### src/rtl/ps2_host_if.sv
// ps2_host_if: command, completion and scan-code handshakes for ps2_host.
// slave = the PS/2 host controller, master = the system side driving it.
interface ps2_host_if;
  logic       command_valid;
  logic [7:0] command_byte;
  logic       command_ready;
  logic       command_ack_valid;
  logic       command_ack_error;
  logic       command_ack_ready;
  logic       scan_code_valid;
  logic [7:0] scan_code_byte;
  logic       scan_code_ready;

  modport master (
    output command_valid, command_byte, command_ack_ready, scan_code_ready,
    input  command_ready, command_ack_valid, command_ack_error,
           scan_code_valid, scan_code_byte
  );

  modport slave (
    input  command_valid, command_byte, command_ack_ready, scan_code_ready,
    output command_ready, command_ack_valid, command_ack_error,
           scan_code_valid, scan_code_byte
  );
endinterface

### src/rtl/ps2_host.sv
// ps2_host: PS/2 host controller. Receives device frames into a
// first-word-fall-through FIFO and transmits host commands with
// request-to-send, completion ack and watchdog.
// Optional feature macro: PS2_HOST_RETRY_EN (retry NACK/timeout up to RETRIES).
module ps2_host #(
  parameter int CLK_HZ     = 51_800_000,
  parameter int DEBOUNCE   = 255,
  parameter int FIFO_DEPTH = 8,
  parameter int RETRIES    = 2
) (
  input  logic                            clk,
  input  logic                            reset_low,
  input  logic                            ps2_clk_in,
  input  logic                            ps2_data_in,
  output logic                            ps2_clk_out,
  output logic                            ps2_clk_oe,
  output logic                            ps2_data_out,
  output logic                            ps2_data_oe,
  ps2_host_if.slave                       bus,
  output logic [$clog2(FIFO_DEPTH+1)-1:0] fifo_level,
  output logic                            rx_error,
  output logic                            overflow
);
  localparam int REQUEST_CYCLES  = (CLK_HZ + 9_999) / 10_000;
  localparam int WATCHDOG_CYCLES = (CLK_HZ * 2 + 999) / 1_000;
  localparam int REQ_W = $clog2(REQUEST_CYCLES + 1);
  localparam int WD_W  = $clog2(WATCHDOG_CYCLES + 1);
  localparam int DB_W  = (DEBOUNCE < 1) ? 1 : $clog2(DEBOUNCE + 1);
  localparam int DB_MAX = (DEBOUNCE < 1) ? 0 : DEBOUNCE - 1;
  localparam int TRY_W = (RETRIES < 1) ? 1 : $clog2(RETRIES + 1);
  localparam int AW    = $clog2(FIFO_DEPTH);
  localparam int LW    = $clog2(FIFO_DEPTH + 1);
`ifdef PS2_HOST_RETRY_EN
  localparam bit RETRY_ON = 1'b1;
`else
  localparam bit RETRY_ON = 1'b0;
`endif

  typedef enum logic [2:0] {IDLE, RX, REQUEST, TX, ACK} state_t;

  logic            rst_n;
  logic [1:0]      rst_sync;
  logic [1:0]      sync1, sync2, stable, prev;
  logic [DB_W-1:0] db_cnt [2];
  logic            fall, rise, dat;

  state_t          state;
  logic [3:0]      bit_cnt;
  logic [REQ_W-1:0] req_cnt;
  logic [WD_W-1:0] wd;
  logic            wd_expired, tx_fail;
  logic [TRY_W-1:0] tries;
  logic [7:0]      shift, rx_shift, push_byte;
  logic            rx_par, ack_bit, push;
  logic            ack_valid, ack_error;

  logic [7:0]      mem [FIFO_DEPTH];
  logic [AW-1:0]   wr_ptr, rd_ptr;
  logic [LW-1:0]   level;
  logic            full, pop, push_ok;

  // Reset asserts immediately, releases two clocks after deassertion
  always_ff @(posedge clk or negedge reset_low)
    if (!reset_low) rst_sync <= '0;
    else            rst_sync <= {rst_sync[0], 1'b1};
  assign rst_n = rst_sync[1];

  // Synchronise and debounce clock (bit 0) and data (bit 1) lines
  always_ff @(posedge clk or negedge rst_n)
    if (!rst_n) begin
      sync1  <= '1;
      sync2  <= '1;
      stable <= '1;
      prev   <= '1;
      for (int unsigned i = 0; i < 2; i++) db_cnt[i] <= '0;
    end else begin
      sync1 <= {ps2_data_in, ps2_clk_in};
      sync2 <= sync1;
      prev  <= stable;
      for (int unsigned i = 0; i < 2; i++) begin
        if (sync2[i] == stable[i]) db_cnt[i] <= '0;
        else if (db_cnt[i] >= DB_W'(DB_MAX)) begin
          stable[i] <= sync2[i];
          db_cnt[i] <= '0;
        end else db_cnt[i] <= db_cnt[i] + 1'b1;
      end
    end

  assign fall = prev[0] & ~stable[0];
  assign rise = ~prev[0] & stable[0];
  assign dat  = stable[1];
  assign wd_expired = (wd >= WD_W'(WATCHDOG_CYCLES));

  // Transmit failure: watchdog in TX/ACK, or NACK seen on the ack rising edge
  always_comb begin
    tx_fail = 1'b0;
    if ((state == TX || state == ACK) && wd_expired) tx_fail = 1'b1;
    if (state == ACK && rise && bit_cnt == 4'd11 && ack_bit) tx_fail = 1'b1;
  end

  // Protocol FSM with registered line drives, ack and receive results
  always_ff @(posedge clk or negedge rst_n)
    if (!rst_n) begin
      state <= IDLE;    bit_cnt <= '0;   req_cnt <= '0;  wd <= '0;
      tries <= '0;      shift <= '0;     rx_shift <= '0; rx_par <= 1'b0;
      ack_bit <= 1'b0;  push <= 1'b0;    push_byte <= '0;
      ps2_clk_oe <= 1'b0; ps2_data_oe <= 1'b0; ps2_data_out <= 1'b0;
      ack_valid <= 1'b0;  ack_error <= 1'b0;   rx_error <= 1'b0;
    end else begin
      rx_error <= 1'b0;
      push     <= 1'b0;
      if (ack_valid && bus.command_ack_ready) begin
        ack_valid <= 1'b0;
        ack_error <= 1'b0;
      end
      case (state)
        IDLE: begin
          ps2_clk_oe <= 1'b0; ps2_data_oe <= 1'b0; ps2_data_out <= 1'b0;
          if (bus.command_valid && bus.command_ready) begin
            shift <= bus.command_byte;
            tries <= '0;
            req_cnt <= '0;
            ps2_clk_oe <= 1'b1; ps2_data_oe <= 1'b1;
            state <= REQUEST;
          end else if (fall && !dat) begin
            bit_cnt <= '0;
            wd <= '0;
            state <= RX;
          end
        end
        RX: begin
          if (wd_expired) begin
            rx_error <= 1'b1;
            state <= IDLE;
          end else begin
            wd <= wd + 1'b1;
            if (fall && bit_cnt <= 4'd9) begin
              if (bit_cnt < 4'd8) rx_shift <= {dat, rx_shift[7:1]};
              else if (bit_cnt == 4'd8) rx_par <= dat;
              else if (dat && (^{rx_shift, rx_par})) begin
                push <= 1'b1;
                push_byte <= rx_shift;
              end else rx_error <= 1'b1;
              bit_cnt <= bit_cnt + 1'b1;
            end else if (rise && bit_cnt == 4'd10) state <= IDLE;
          end
        end
        REQUEST: begin
          ps2_clk_oe <= 1'b1; ps2_data_oe <= 1'b1; ps2_data_out <= 1'b0;
          if (req_cnt == REQ_W'(REQUEST_CYCLES - 1)) begin
            ps2_clk_oe <= 1'b0;
            bit_cnt <= '0;
            wd <= '0;
            state <= TX;
          end else req_cnt <= req_cnt + 1'b1;
        end
        TX: begin
          wd <= wd + 1'b1;
          if (fall) begin
            if (bit_cnt < 4'd8) ps2_data_out <= shift[bit_cnt[2:0]];
            else if (bit_cnt == 4'd8) ps2_data_out <= ~^shift;
            else begin
              ps2_data_oe <= 1'b0;
              ps2_data_out <= 1'b0;
              state <= ACK;
            end
            bit_cnt <= bit_cnt + 1'b1;
          end
        end
        ACK: begin
          wd <= wd + 1'b1;
          if (fall && bit_cnt == 4'd10) begin
            ack_bit <= dat;
            bit_cnt <= 4'd11;
          end else if (rise && bit_cnt == 4'd11 && !ack_bit) begin
            ack_valid <= 1'b1;
            ack_error <= 1'b0;
            state <= IDLE;
          end
        end
        default: begin
          ps2_clk_oe <= 1'b0; ps2_data_oe <= 1'b0; ps2_data_out <= 1'b0;
          state <= IDLE;
        end
      endcase
      // Failure overrides the per-state result: retry with the held byte or report
      if (tx_fail) begin
        if (RETRY_ON && tries < TRY_W'(RETRIES)) begin
          tries <= tries + 1'b1;
          req_cnt <= '0;
          ps2_clk_oe <= 1'b1; ps2_data_oe <= 1'b1; ps2_data_out <= 1'b0;
          state <= REQUEST;
        end else begin
          ps2_clk_oe <= 1'b0; ps2_data_oe <= 1'b0; ps2_data_out <= 1'b0;
          ack_valid <= 1'b1;
          ack_error <= 1'b1;
          state <= IDLE;
        end
      end
    end

  assign full    = (level == LW'(FIFO_DEPTH));
  assign pop     = bus.scan_code_valid & bus.scan_code_ready;
  assign push_ok = push & (~full | pop);

  // FIFO pointers, level and overflow pulse
  always_ff @(posedge clk or negedge rst_n)
    if (!rst_n) begin
      wr_ptr <= '0; rd_ptr <= '0; level <= '0; overflow <= 1'b0;
    end else begin
      overflow <= push & full & ~pop;
      if (push_ok) wr_ptr <= wr_ptr + 1'b1;
      if (pop)     rd_ptr <= rd_ptr + 1'b1;
      case ({push_ok, pop})
        2'b10:   level <= level + 1'b1;
        2'b01:   level <= level - 1'b1;
        default: level <= level;
      endcase
    end

  // FIFO storage
  always_ff @(posedge clk)
    if (push_ok) mem[wr_ptr] <= push_byte;

  assign fifo_level            = level;
  assign bus.scan_code_valid   = (level != '0);
  assign bus.scan_code_byte    = (level != '0) ? mem[rd_ptr] : '0;
  assign bus.command_ready     = rst_n & (state == IDLE) & ~ack_valid;
  assign bus.command_ack_valid = ack_valid;
  assign bus.command_ack_error = ack_error;
  assign ps2_clk_out           = 1'b0;
endmodule

### src/flat_wrapper.sv
// flat-port wrapper written by rule: the top's interface ports become plain ports
module ps2_host_flat 
#(
  parameter int CLK_HZ     = 51_800_000,
  parameter int DEBOUNCE   = 255,
  parameter int FIFO_DEPTH = 8,
  parameter int RETRIES    = 2
)
  (clk, reset_low, ps2_clk_in, ps2_data_in, ps2_clk_out, ps2_clk_oe, ps2_data_out, ps2_data_oe, fifo_level, rx_error, overflow, bus_command_valid, bus_command_byte, bus_command_ack_ready, bus_scan_code_ready, bus_command_ready, bus_command_ack_valid, bus_command_ack_error, bus_scan_code_valid, bus_scan_code_byte);
  ps2_host_if bus_i ();
  input  logic clk;
  input  logic reset_low;
  input  logic ps2_clk_in;
  input  logic ps2_data_in;
  output logic ps2_clk_out;
  output logic ps2_clk_oe;
  output logic ps2_data_out;
  output logic ps2_data_oe;
  output logic [$clog2(FIFO_DEPTH+1)-1:0] fifo_level;
  output logic rx_error;
  output logic overflow;
  input wire logic [$bits(bus_i.command_valid)-1:0] bus_command_valid;
  input wire logic [$bits(bus_i.command_byte)-1:0] bus_command_byte;
  input wire logic [$bits(bus_i.command_ack_ready)-1:0] bus_command_ack_ready;
  input wire logic [$bits(bus_i.scan_code_ready)-1:0] bus_scan_code_ready;
  output wire logic [$bits(bus_i.command_ready)-1:0] bus_command_ready;
  output wire logic [$bits(bus_i.command_ack_valid)-1:0] bus_command_ack_valid;
  output wire logic [$bits(bus_i.command_ack_error)-1:0] bus_command_ack_error;
  output wire logic [$bits(bus_i.scan_code_valid)-1:0] bus_scan_code_valid;
  output wire logic [$bits(bus_i.scan_code_byte)-1:0] bus_scan_code_byte;
  assign bus_i.command_valid = bus_command_valid;
  assign bus_i.command_byte = bus_command_byte;
  assign bus_i.command_ack_ready = bus_command_ack_ready;
  assign bus_i.scan_code_ready = bus_scan_code_ready;
  assign bus_command_ready = bus_i.command_ready;
  assign bus_command_ack_valid = bus_i.command_ack_valid;
  assign bus_command_ack_error = bus_i.command_ack_error;
  assign bus_scan_code_valid = bus_i.scan_code_valid;
  assign bus_scan_code_byte = bus_i.scan_code_byte;
  ps2_host #(.CLK_HZ(CLK_HZ), .DEBOUNCE(DEBOUNCE), .FIFO_DEPTH(FIFO_DEPTH), .RETRIES(RETRIES)) u_core (.clk(clk), .reset_low(reset_low), .ps2_clk_in(ps2_clk_in), .ps2_data_in(ps2_data_in), .ps2_clk_out(ps2_clk_out), .ps2_clk_oe(ps2_clk_oe), .ps2_data_out(ps2_data_out), .ps2_data_oe(ps2_data_oe), .bus(bus_i), .fifo_level(fifo_level), .rx_error(rx_error), .overflow(overflow));
endmodule
### config.mk
export PLATFORM = sky130hd
export DESIGN_NAME = ps2_host_flat
export DESIGN_NICKNAME = d
export VERILOG_FILES = /design/src/rtl/ps2_host_if.sv /design/src/rtl/ps2_host.sv /design/src/flat_wrapper.sv
export SDC_FILE = /design/constraint.sdc
export NUM_CORES = 1
export LEC_CHECK = 0
export CAP_MARGIN = 15
export CORE_ASPECT_RATIO = 1.5
export CORE_UTILIZATION = 50
export DETAILED_ROUTE_END_ITERATION = 8
export GPL_ROUTABILITY_DRIVEN = 0
export HOLD_SLACK_MARGIN = 0.1
export PLACE_DENSITY = 0.68
export SETUP_SLACK_MARGIN = 0.3
export SLEW_MARGIN = 20
export SYNTH_ARGS = -nofsm -noshare
export SYNTH_HDL_FRONTEND = slang
export SYNTH_SLANG_ARGS = --single-unit
### constraint.sdc
create_clock -name clk -period 6.3 [get_ports clk]
set_input_delay 0.945 -clock clk [delete_from_list [all_inputs] [get_ports clk]]
set_output_delay 0.945 -clock clk [all_outputs]
set_load 0.03 [all_outputs]
Yosys cells after proc, flatten, opt, wreduce, memory -nomap -nowiden. Memories as Yosys holds them, arrays and structs flattened. Index checks and enable logic that the tools add are counted.

Muxes and demuxes: 77. Eq/ne operators: 33. Add/sub/neg operators: 9. Order comparisons: 6. Bitwise gates (word level): 19. Reduce and logical (&&, ||, !) cells: 40.

Operators by type and width (count): 17-bit two-way mux (4); 17-bit case mux with 4 select lines (1); 8-bit two-way mux (5); 1-bit two-way mux (38); 3-bit two-way mux (12); 4-bit two-way mux (7); 13-bit two-way mux (2); 13-bit case mux with 2 select lines (1); 4-bit case mux with 5 select lines (1); 17-bit by 1-bit adder with 17-bit output, second input constant (1); 17-bit >= comparator, second input constant (1); 8-bit by 1-bit adder with 8-bit output, second input constant (2); 4-bit == test, second input constant (4); 8-bit >= comparator, second input constant (2); 3-bit case mux with 5 select lines (1); 2-bit by 1-bit != test with 1-bit output, second input constant (7); 13-bit by 1-bit adder with 13-bit output, second input constant (1); 13-bit == test, second input constant (1); 1-bit logical AND (13); 3-bit by 2-bit != test with 1-bit output, second input constant (4); 1-bit inverter (10); 2-bit AND reduction (5); 5-bit AND reduction (2); 9-bit AND reduction (1); 37 further kinds (58).

Memories kept: 1. Output and inout port bits: 22. Bits of input ports: 15. Register bits: 106. Memory bits (writable): 64. Logic and storage cells: 213.

Memories: u_core.mem (depth 8, bits a word 8, read ports 1, clocked after Yosys merged registers in 0, write ports 1, line ps2_host.sv:57) `logic [7:0] mem [FIFO_DEPTH];`.

Depth between registers and ports, before layout.
Word-level depth: 8. Depth in mapped cells: 11. Gate-level depth less buffers: 11.

Worst setup path after synthesis. No wires, ideal clock.

Path type: flip-flop to output port. From: register u_core.rst_sync[1]. To: output port bus_command_ready. Path slack: 2174 ps. Arrival: 3181 ps. Path buffers: 0. Stages on the path, launching flop included: 2. Data required time: 5355 ps. Path through: dfrtp_1 -> and3_1.

Cells in the longest elaborated chain, start to end: 2.

RTL lines: start, declared (line ps2_host.sv:42) `logic [1:0] rst_sync;`; start signal, assigned (line ps2_host.sv:65) `else rst_sync <= {rst_sync[0], 1'b1};`; 1-bit AND (2 in series) (line ps2_host.sv:228) `assign bus.command_ready = rst_n & (state == IDLE) & ~ack_valid;`; end, declared (line flat_wrapper.sv:26) `output wire logic [$bits(bus_i.command_ready)-1:0] bus_command_ready;`.

No other way between the ends.

Worst setup path in the final report.
From: register u_core.rd_ptr[0]. To: output port bus_scan_code_byte[5].

Cells in the longest elaborated chain, start to end: 2.

RTL lines: start, declared (line ps2_host.sv:58) `logic [AW-1:0] wr_ptr, rd_ptr;`; start signal, assigned (line ps2_host.sv:213) `if (pop) rd_ptr <= rd_ptr + 1'b1;`; memory 8 x 8 bit; 8-bit two-way mux (line ps2_host.sv:227) `assign bus.scan_code_byte = (level != '0) ? mem[rd_ptr] : '0;`; end, declared (line flat_wrapper.sv:30) `output wire logic [$bits(bus_i.scan_code_byte)-1:0] bus_scan_code_byte;`.

No other way between the ends.

==> out/results.ini <==
[setup_path]
start_kind=register
worstSetupPathType=register to output port
worstRegToRegCells=9
worst_setup_path_end_kind=output port
required_ns=5.35
cp_max_fo=18
arrival_ns=2.57

[synthesis]
synth_top_area_share=0.318
synth_seq_cells=170
synthCells=634
syn_area_um2=7800
synth.distinct_cells=64
synthesis.nets=666
async_flop_share=0.624
syn_avg_cell_area_um2=12.3
yosysSeqAreaShare=0.588
ys_top_cells_by_area=dfrtp_1 (32%), edfxtp_1 (25%), mux4_2 (5.2%)
synth-edff-count=64
synthFlopType=dfrtp_1
yosys_warnings=0
synth_top_area_cell=dfrtp_1

[drt]
num_vias=4918
drtIter0Drc=173
detail-route-antenna-nets=0
wire_per_inst_um=16.4
avgViaCountPerCell=5.58
drt_pre_antenna_iters=4
routed_wl_um=14500
drc=0

[layout]
area_growth_pct=14.6
fillerInstances=1227
mostFrequentLayoutCells=dfrtp_1 (97), edfxtp_1 (64), nand2_1 (63), nor2_1 (56), clkdlybuf4s50_1 (35)
final_layout_size_suffix_gt1_frac=0.141
final_common_cell=dfrtp_1
diodes=0
fin_nets=701

[placed_design]
hpwlAfterDp_um=9750
portBuffers=35

[sta]
setup_violations=0
grt_setup_unrepaired=no
max_freq_ghz=0.284
tns_ns=0
fin_skew_ns=0.0111
min_period_over_period=0.559
hold_viol=0
fin_crit_ns=3.52
max_slew_margin=0.347
maxSlewViolCount=0
tightest_slew_ns=0.975
holdWs_ns=0.259

[die]
num_rows=55
initial_core_util=0.515
die_area_um2=16100
core_um2=15100
pin_count=37
die_h_um=155
die_w_um=104

[clock_network]
root_buffer=clkbuf_16
cts_hold_buffers=0
clk_pin_slew_worst_paths_ns=0.06
cts_resized=0
post-cts-setup-buffers=0
clock_latency_ns=0.42
cts_tree=yes
cts_buffer_depth=2
clock-sinks=170
numCtsBuffers=17
h-tree-depth=4

[grt]
track_usage=0.193
grt_pass1_vias=4942
overflow=0
grt_max_degree=79
grt_first_pass_wirelength_um=24400
antenna_found_initial=0

[power_and_ir_drop]
ir_drop_v=0.000188
p_leak_nw=3.81
power_mw=2.54
cellPowerDensity_nw_per_um2=284

[status]
status=finished clean

[hold_path]
hold_path.class=register to asynchronous set/reset pin

[flow_run]
maxCapViolCount=0

[through the flow]
step                cells   util  instance area, µm²  setup slack (ns)
global placement      848  0.549                8310              2.85
global route          881  0.590                8940              2.61
finish                881  0.590                8940              2.78
floorplan             634      -                7800              2.17
CTS                   880  0.587                8890              2.35
detailed placement    848  0.549                8310              2.80
[critical path, stage by stage, from the launching register on]
cell and delay, ns:
dfrtp_2 0.74, mux4_2 0.58, mux2i_1 0.15, nor2_1 0.06, clkdlybuf4s50_1 0.61
[registers in the layout, indices dropped and copies added, names as in the netlist, 3 cells and up]
name	count
u_core.rd_ptr	3
u_core.wr_ptr	3
u_core.bit_cnt	4
u_core.db_cnt	16
u_core.mem	64
u_core.fifo_level	4
u_core.wd	17
u_core.shift	8
u_core.req_cnt	13
u_core.rx_shift	8
u_core.state	3
u_core.push_byte	8
[final timing paths]
path                                             startpoint                               end  slack [ns]
setup / recovery               u_core.rd_ptr[0]$_DFFE_PN0P_             bus_scan_code_byte[5]        2.78
hold / removal                 u_core.rst_sync[1]$_DFF_PN0_  u_core.fifo_level[2]$_DFFE_PN0P_        0.26
setup reg to reg           u_core.fifo_level[0]$_DFFE_PN0P_  u_core.fifo_level[3]$_DFFE_PN0P_        3.52
hold reg to reg                u_core.rst_sync[1]$_DFF_PN0_  u_core.fifo_level[2]$_DFFE_PN0P_        0.26
max in group asynchronous      u_core.rst_sync[1]$_DFF_PN0_      u_core.stable[1]$_DFFE_PN1P_        4.95
min in group clk                  u_core.sync1[0]$_DFF_PN1_         u_core.sync2[0]$_DFF_PN1_        0.36
[cell usage after synthesis, drive strengths merged (3+ instances only)]
cell	number
and2	8
xor2	22
mux2i	10
and3	12
buf	16
nand4	7
dfstp	7
edfxtp	64
or3	16
mux4	18
nand3	26
inv	17
nor2b	5
o21ai	26
nor4	3
a21oi	29
mux2	22
nand2b	7
ha	16
o211ai	5
dfrtp	99
o21a	3
nor3b	3
nand2	64
nor3	9
nor4b	4
xnor2	21
clkbuf	7
nor2	56
[routing by layer]
| layer | vias to the layer above | wire, µm | global-route usage |
|---|---|---|---|
| li1 | 2346 | - | - |
| met1 | 2453 | 5900 | 0.229 |
| met2 | 97 | 7850 | 0.345 |
| met3 | 22 | 433 | 0.0402 |
| met4 | 0 | 265 | 0.0755 |
| met5 | - | 0 | 0 |
[kinds of logic (layout without fill, tap and decap cells)]
kind of cell | after synthesis | count (layout) | synth area share
simple gates | 227 | 227 | 0.148
flops | 170 | 170 | 0.588
compound gates | 84 | 84 | 0.0647
mux | 50 | 50 | 0.0966
xor+xnor | 44 | 44 | 0.0512
buf+inv | 40 | 88 | 0.0228
fa+ha+maj | 17 | 17 | 0.0282
other cells | 2 | 2 | 0.000963
[power breakdown]
group	internal [mW]	total, mW	switching [mW]
sequential	1.17	1.28	0.108
combinational	0.136	0.241	0.105
clock	0.587	1.02	0.432
total	1.89	2.54	0.645
[final cells by class]
class,instances,area (µm²),share of cell area
sequential,170,4590,0.513
multi-input combinational,424,3060,0.342
clock buffer,19,433,0.0484
inverter,17,63.8,0.00714
timing repair buffer,39,400,0.0448
clock inverter,13,145,0.0162
tap,199,249,0.0279
Note: power is estimated with default switching activity, not from simulation.
